$ cat src/rtl/cw305_reg_bus_master_pkg.sv
// Shared FSM state encodings and error codes for the
// CW305 register-bus master and its timeout helper.
package cw305_reg_bus_master_pkg;

    typedef enum logic [2:0] {
        ST_IDLE,
        ST_SETUP,
        ST_WR_WAIT,
        ST_WR_STB,
        ST_RD_STB,
        ST_RD_CAP,
        ST_RD_HOLD,
        ST_FINISH
    } state_t;

    typedef enum logic [1:0] {
        ERR_NONE,
        ERR_ZERO_LEN,
        ERR_TIMEOUT
    } err_code_t;

    function automatic logic err_flag(input err_code_t code);
        return code != ERR_NONE;
    endfunction

endpackage

$ cat src/rtl/cw305_reg_bus_master_timeout.sv
// Loadable stall down-counter; expired is raised while the
// master is stalled and the budget since the last reload is spent.
module cw305_reg_bus_master_timeout #(
    parameter int pTIMEOUT = 255
) (
    input  logic usb_clk,
    input  logic reset_i,
    input  logic load,
    input  logic run,
    output logic expired
);

    localparam int CW = $clog2(pTIMEOUT + 1);
    localparam logic [CW-1:0] LOAD_VAL = CW'(pTIMEOUT);
    localparam logic [CW-1:0] CNT_ONE = CW'(1);

    logic [CW-1:0] cnt;

    // reload on every strobe, count down only while stalled
    always_ff @(posedge usb_clk or posedge reset_i) begin
        if (reset_i) begin
            cnt <= '0;
        end else if (load) begin
            cnt <= LOAD_VAL;
        end else if (run && cnt != '0) begin
            cnt <= cnt - CNT_ONE;
        end
    end

    assign expired = run && (cnt == '0);

endmodule

$ cat src/rtl/cw305_reg_bus_master.sv
// CW305 register-bus initiator: one command -> byte-serial burst.
// Optional stall abort enabled by defining CW_REG_MASTER_TIMEOUT_EN.
module cw305_reg_bus_master
    import cw305_reg_bus_master_pkg::*;
#(
    parameter int pADDR_WIDTH   = 21,
    parameter int pBYTECNT_SIZE = 7,
    parameter int pTIMEOUT      = 255
) (
    input  logic                                 usb_clk,
    input  logic                                 reset_i,
    input  logic                                 cmd_valid,
    output logic                                 cmd_ready,
    input  logic                                 cmd_write,
    input  logic [pADDR_WIDTH-pBYTECNT_SIZE-1:0] cmd_addr,
    input  logic [pBYTECNT_SIZE-1:0]             cmd_len,
    input  logic                                 wr_valid,
    output logic                                 wr_ready,
    input  logic [7:0]                           wr_data,
    output logic                                 rd_valid,
    input  logic                                 rd_ready,
    output logic [7:0]                           rd_data,
    output logic                                 rd_last,
    output logic                                 done,
    output logic                                 err,
    output logic [pADDR_WIDTH-pBYTECNT_SIZE-1:0] reg_address,
    output logic [pBYTECNT_SIZE-1:0]             reg_bytecnt,
    output logic [7:0]                           write_data,
    input  logic [7:0]                           read_data,
    output logic                                 reg_read,
    output logic                                 reg_write,
    output logic                                 reg_addrvalid
);

    localparam int BW = pBYTECNT_SIZE;
    localparam logic [BW-1:0] BC_ONE = BW'(1);

    state_t        state;
    logic          is_write;
    logic [BW-1:0] len_q;
    logic [BW-1:0] idx;
    logic          last_byte;
    logic          to_expired;

    assign last_byte = (idx == len_q - BC_ONE);

`ifdef CW_REG_MASTER_TIMEOUT_EN
    logic to_load;
    logic to_run;

    assign to_load = (state == ST_SETUP) || reg_write || reg_read;
    assign to_run  = (state == ST_WR_WAIT) || (state == ST_RD_HOLD);

    cw305_reg_bus_master_timeout #(
        .pTIMEOUT (pTIMEOUT)
    ) u_timeout (
        .usb_clk  (usb_clk),
        .reset_i  (reset_i),
        .load     (to_load),
        .run      (to_run),
        .expired  (to_expired)
    );
`else
    logic unused_timeout;

    assign to_expired     = 1'b0;
    assign unused_timeout = (pTIMEOUT != 0);
`endif

    // burst sequencer; every output is registered and set on state entry
    always_ff @(posedge usb_clk or posedge reset_i) begin
        if (reset_i) begin
            state         <= ST_IDLE;
            is_write      <= 1'b0;
            len_q         <= '0;
            idx           <= '0;
            cmd_ready     <= 1'b0;
            wr_ready      <= 1'b0;
            rd_valid      <= 1'b0;
            rd_data       <= '0;
            rd_last       <= 1'b0;
            done          <= 1'b0;
            err           <= 1'b0;
            reg_address   <= '0;
            reg_bytecnt   <= '0;
            write_data    <= '0;
            reg_read      <= 1'b0;
            reg_write     <= 1'b0;
            reg_addrvalid <= 1'b0;
        end else begin
            done <= 1'b0;
            unique case (state)
                ST_IDLE: begin
                    err <= 1'b0;
                    if (cmd_valid && cmd_ready) begin
                        cmd_ready   <= 1'b0;
                        is_write    <= cmd_write;
                        len_q       <= cmd_len;
                        idx         <= '0;
                        reg_bytecnt <= '0;
                        reg_address <= cmd_addr;
                        if (cmd_len == '0) begin
                            done  <= 1'b1;
                            err   <= err_flag(ERR_ZERO_LEN);
                            state <= ST_FINISH;
                        end else begin
                            reg_addrvalid <= 1'b1;
                            state         <= ST_SETUP;
                        end
                    end else begin
                        cmd_ready <= 1'b1;
                    end
                end
                ST_SETUP: begin
                    if (is_write) begin
                        wr_ready <= 1'b1;
                        state    <= ST_WR_WAIT;
                    end else begin
                        reg_read <= 1'b1;
                        state    <= ST_RD_STB;
                    end
                end
                ST_WR_WAIT: begin
                    if (wr_valid) begin
                        write_data <= wr_data;
                        wr_ready   <= 1'b0;
                        reg_write  <= 1'b1;
                        state      <= ST_WR_STB;
                    end else if (to_expired) begin
                        wr_ready      <= 1'b0;
                        reg_addrvalid <= 1'b0;
                        done          <= 1'b1;
                        err           <= err_flag(ERR_TIMEOUT);
                        state         <= ST_FINISH;
                    end
                end
                ST_WR_STB: begin
                    reg_write <= 1'b0;
                    if (last_byte) begin
                        reg_addrvalid <= 1'b0;
                        done          <= 1'b1;
                        err           <= err_flag(ERR_NONE);
                        state         <= ST_FINISH;
                    end else begin
                        idx         <= idx + BC_ONE;
                        reg_bytecnt <= idx + BC_ONE;
                        wr_ready    <= 1'b1;
                        state       <= ST_WR_WAIT;
                    end
                end
                ST_RD_STB: begin
                    reg_read <= 1'b0;
                    state    <= ST_RD_CAP;
                end
                ST_RD_CAP: begin
                    rd_data  <= read_data;
                    rd_valid <= 1'b1;
                    rd_last  <= last_byte;
                    state    <= ST_RD_HOLD;
                end
                ST_RD_HOLD: begin
                    if (rd_ready) begin
                        rd_valid <= 1'b0;
                        rd_last  <= 1'b0;
                        if (last_byte) begin
                            reg_addrvalid <= 1'b0;
                            done          <= 1'b1;
                            err           <= err_flag(ERR_NONE);
                            state         <= ST_FINISH;
                        end else begin
                            idx         <= idx + BC_ONE;
                            reg_bytecnt <= idx + BC_ONE;
                            reg_read    <= 1'b1;
                            state       <= ST_RD_STB;
                        end
                    end else if (to_expired) begin
                        rd_valid      <= 1'b0;
                        rd_last       <= 1'b0;
                        reg_addrvalid <= 1'b0;
                        done          <= 1'b1;
                        err           <= err_flag(ERR_TIMEOUT);
                        state         <= ST_FINISH;
                    end
                end
                ST_FINISH: begin
                    err       <= 1'b0;
                    cmd_ready <= 1'b1;
                    state     <= ST_IDLE;
                end
            endcase
        end
    end

endmodule

$ cat config.mk
export PLATFORM = sky130hd
export DESIGN_NAME = cw305_reg_bus_master
export DESIGN_NICKNAME = d
export VERILOG_FILES = /design/src/rtl/cw305_reg_bus_master_pkg.sv /design/src/rtl/cw305_reg_bus_master_timeout.sv /design/src/rtl/cw305_reg_bus_master.sv
export SDC_FILE = /design/constraint.sdc
export NUM_CORES = 1
export LEC_CHECK = 0
export ABC_AREA = 0
export CORE_MARGIN = 2
export CORE_UTILIZATION = 40
export CTS_CLUSTER_DIAMETER = 150
export DETAILED_ROUTE_END_ITERATION = 7
export PLACE_DENSITY = 0.71
export SETUP_SLACK_MARGIN = 0.05
export SYNTH_ARGS = -nofsm -noshare
export SYNTH_HDL_FRONTEND = slang
export SYNTH_HIERARCHICAL = 1
export SYNTH_SLANG_ARGS = --single-unit
export TNS_END_PERCENT = 1
$ cat constraint.sdc
create_clock -name usb_clk -period 3.4 [get_ports usb_clk]
set_input_delay 0.34 -clock usb_clk [delete_from_list [all_inputs] [get_ports usb_clk]]
set_output_delay 0.34 -clock usb_clk [all_outputs]
set_load 0.01 [all_outputs]
==> results.md <==
- Die width: 87.5 um
- First-pass GRT wire length: 10.7 mm
- HP Class: input port to async pin
- CP Cell Sequence: inv_1, ha_1, nand4bb_1, a211oi_1, o311ai_1, a211oi_2, nand2_2, a221oi_2
- Compound-cell area share of the yosys netlist: 0.135
- Top cells by area, synth: dfrtp_1, mux2_2, o21ai_0
- Die height: 87.5 um
- Syn Nets: 292
- Family with the most delay on the worst path: compound AO/OA/AOI/OAI gates
- Worst-path clk slew: 70 ps
- Congestion Overflow GR: 0
- Vias: 2246
- IO Pins: 89
- Met1 Use GR: 0.233
- Post-CTS setup buffers: 0
- PD cells: 896 nW/um^2
- Synth area leader: dfrtp_1
- Nets: 384
- Worst-case clock buffer depth: 2
- Worst slew pin tran: 816 ps
- Xor/xnor cell area share of the yosys netlist: 0.0301
- Worst Clk Skew: 10.5 ps
- N_diodes: 0
- Synth Register Bits: 57
- Global route hottest layer: met2
- Worst R2R Setup Slack: 680 ps
- GPL Wtd Cong: 0.871
- Share of post-route cells with drive strength above 1: 0.190
- Cells after Synth: 247
- Sequential share of power: 0.375
- Clock Latency Late Sink: 330 ps
- Slew Limit Fails: 0
- Simple-gate share of the synthesized area: 0.141
- Hold_buf cts: 0
- Share of the synthesized area in the top cell type: 0.512
- CTS tree: built
- Mux cell area share after synthesis: 0.145
- Synth Area in Adders: 0.00898
- Synthesized area: 2790 sq um
- Crit path time final: 2720 ps
- DR WL/cell: 15.5 um
- Dpl cell area: 3740 sq um
- Layout filler cell count: 608
- RSZ-0062 raised after global routing: no
- Fin area: 3910 sq um
- Critical Path RT: 3630 ps
- EDFF count, synth: 0
- Arr. time, crit path: 2950 ps
- Htree depth: 3
- Max Cap Violations: 0
- Worst rel slew slack: 0.455
- Max VDD drop: 421 uV
- Pin count of the biggest net entering global routing: 31
- Total CTS buffers: 9
- FP Rows: 30
- Max frequency: 368 MHz
- Switch share: 0.363
- DP Wirelength: 4.73 mm
- CP Max Fanout: 11
- Initial antenna violation count: 0
- ANT nets after route: 0
- Drt drc: 0
- Critical Path Source Type: register
- CTS resizes: 0
- Clock tree root buffer cell: clkbuf_8
- Buf+Inv Stages, Crit Path: 1
- Worst path slowest cell: a211oi_2
- Setup violators final: 0
- CORE AREA: 6760 sq um
- Setup TNS: 0 ps
- I/O Buffers: 88
- Crit path capture type: register
- Synthesized area per cell: 11.3 sq um
- Setup CP Type: register to register
- Met3 Use GR: 0.0654
- M2 GR Usage: 0.287
- Leak Pwr: 1.58 nW
- Comb power frac: 0.472
- Critical Path Max Stage Delay: 740 ps
- Clock sink count: 57
- Vias per std cell: 5.31
- Final hold vios: 0
- Area delta synth->final: 40.2%
- Total GRT Usage: 0.180
- Detailed Route Iter0 Violations: 92
- Crit share post-route: 0.800
- Vias in the first global route: 2274
- Drt pass-1 iters: 4
- Asr flop ratio synth: 1.00
- Status: complete, no violations
- Cell-internal power: 2.23 mW
- Clock power share: 0.153
- Post-synth cell types: 51
- Register area: 1430 sq um
- Multi-input gate area: 1280 sq um
- Full die area: 7650 sq um
- Largest family of logic cells by synthesized area: multiplexers
- Switching pwr: 1.27 mW
- Sequential share of the synthesized area: 0.512
- Starting Density: 0.412
- DRT Wirelength: 6.54 mm
- Synth Flop Type: dfrtp_1
- Synth warn: 6
-- worst paths after layout --
path / startpoint / to / depth (start not counted)
max in group asynchronous: reset_i / write_data[3]$_DFFE_PP0P_ / 3
min: reset_i / reg_address[2]$_DFFE_PP0P_ / 2
max: len_q[0]$_DFFE_PP0P_ / state[0]$_DFFE_PP0P_ / 8
max reg2reg: len_q[0]$_DFFE_PP0P_ / state[0]$_DFFE_PP0P_ / 8
min reg2reg: reg_write$_DFFE_PP0P_ / reg_write$_DFFE_PP0P_ / 1
min in group usb_clk: reg_write$_DFFE_PP0P_ / reg_write$_DFFE_PP0P_ / 1
-- layout make-up --
class                      count  area share
sequential                    57       0.365
multi-input combinational    172       0.329
timing repair buffer          91       0.231
clock buffer                  12      0.0371
tap                           80      0.0256
inverter                       8     0.00768
clock inverter                 3     0.00448
-- power groups by stage --
stage | sequential (mW) | clock [mW] | combinational [mW]
6_report | 1.31 | 0.537 | 1.65
2_1_floorplan | 1.32 | 0 | 0.916
3_5_place_dp | 1.32 | 0 | 1.66
4_1_cts | 1.31 | 0.556 | 1.67
5_1_grt | 1.37 | 0.590 | 1.80
3_3_place_gp | 1.30 | 0 | 1.62
-- cells in the mapped netlist (all sizes together), types with 2 or more instances --
cell type   n
ha          2
and3        2
nand2      15
o211ai      2
xnor2       3
nor2       18
o22ai       2
a211oi      2
nand2b      4
nand4       3
a21boi      2
clkbuf      3
a22o        2
mux2       36
o21ai      18
buf         7
nor2b       4
xor2        4
nor3        8
or3         5
o21a        4
nand3b      3
a21oi      12
inv         8
dfrtp      57
nand3       4
-- worst reg2reg max path: cells and delay by family (launching register included) --
kind / cells / cell delay [ps]
and+or+nand+nor: 2 / 300
DFF: 1 / 410
buffers and inverters: 1 / 80
AOI/OAI and AO/OA: 4 / 1550
adders and majority gates: 1 / 280
-- kinds of logic after synthesis --
family	count (synthesis)
AOI/OAI and AO/OA	54
xor gates and xnor gates	8
adders and majority gates	2
buffers and inverters	18
DFF	57
muxes	36
and+or+nand+nor	72
-- through the flow --
step	utilization	std cells	hold slack [ps]	setup WS, ps	power (mW)
6_report	0.578	423	413	681	3.50
2_1_floorplan	-	247	457	1300	2.23
4_1_cts	0.578	423	439	700	3.53
3_3_place_gp	0.554	408	477	910	2.93
3_5_place_dp	0.554	408	481	770	2.98
5_1_grt	0.578	423	466	417	3.76
-- registers in the layout, indices dropped and copies added (netlist names) --
register / cells
rd_valid: 1
idx: 7
state: 3
len_q: 7
reg_write: 1
reg_address: 14
reg_addrvalid: 1
cmd_ready: 1
reg_read: 1
write_data: 8
wr_ready: 1
done: 1
rd_last: 1
is_write: 1
rd_data: 8
err: 1
-- placed cells by master (no fill, tap or decap), drive strengths merged, types with 3 or more instances in the layout --
cell	count
clkdlybuf4s50	88
dfrtp	57
mux2	36
nor2	18
o21ai	18
nand2	15
a21oi	12
clkbuf	12
inv	8
nor3	8
or3	5
nand3	4
xor2	4
nand2b	4
o21a	4
nor2b	4
nand3b	3
xnor2	3
nand4	3
buf	3
-- layer usage --
metal / routed length (um) / vias up / part of all wire
met5: 0 / - / 0
met4: 59 / 0 / 0.0090
met3: 426 / 7 / 0.065
met2: 3180 / 76 / 0.49
met1: 2870 / 1084 / 0.44
li1: - / 1079 / -
No activity file was read; power rests on OpenSTA's default activity.
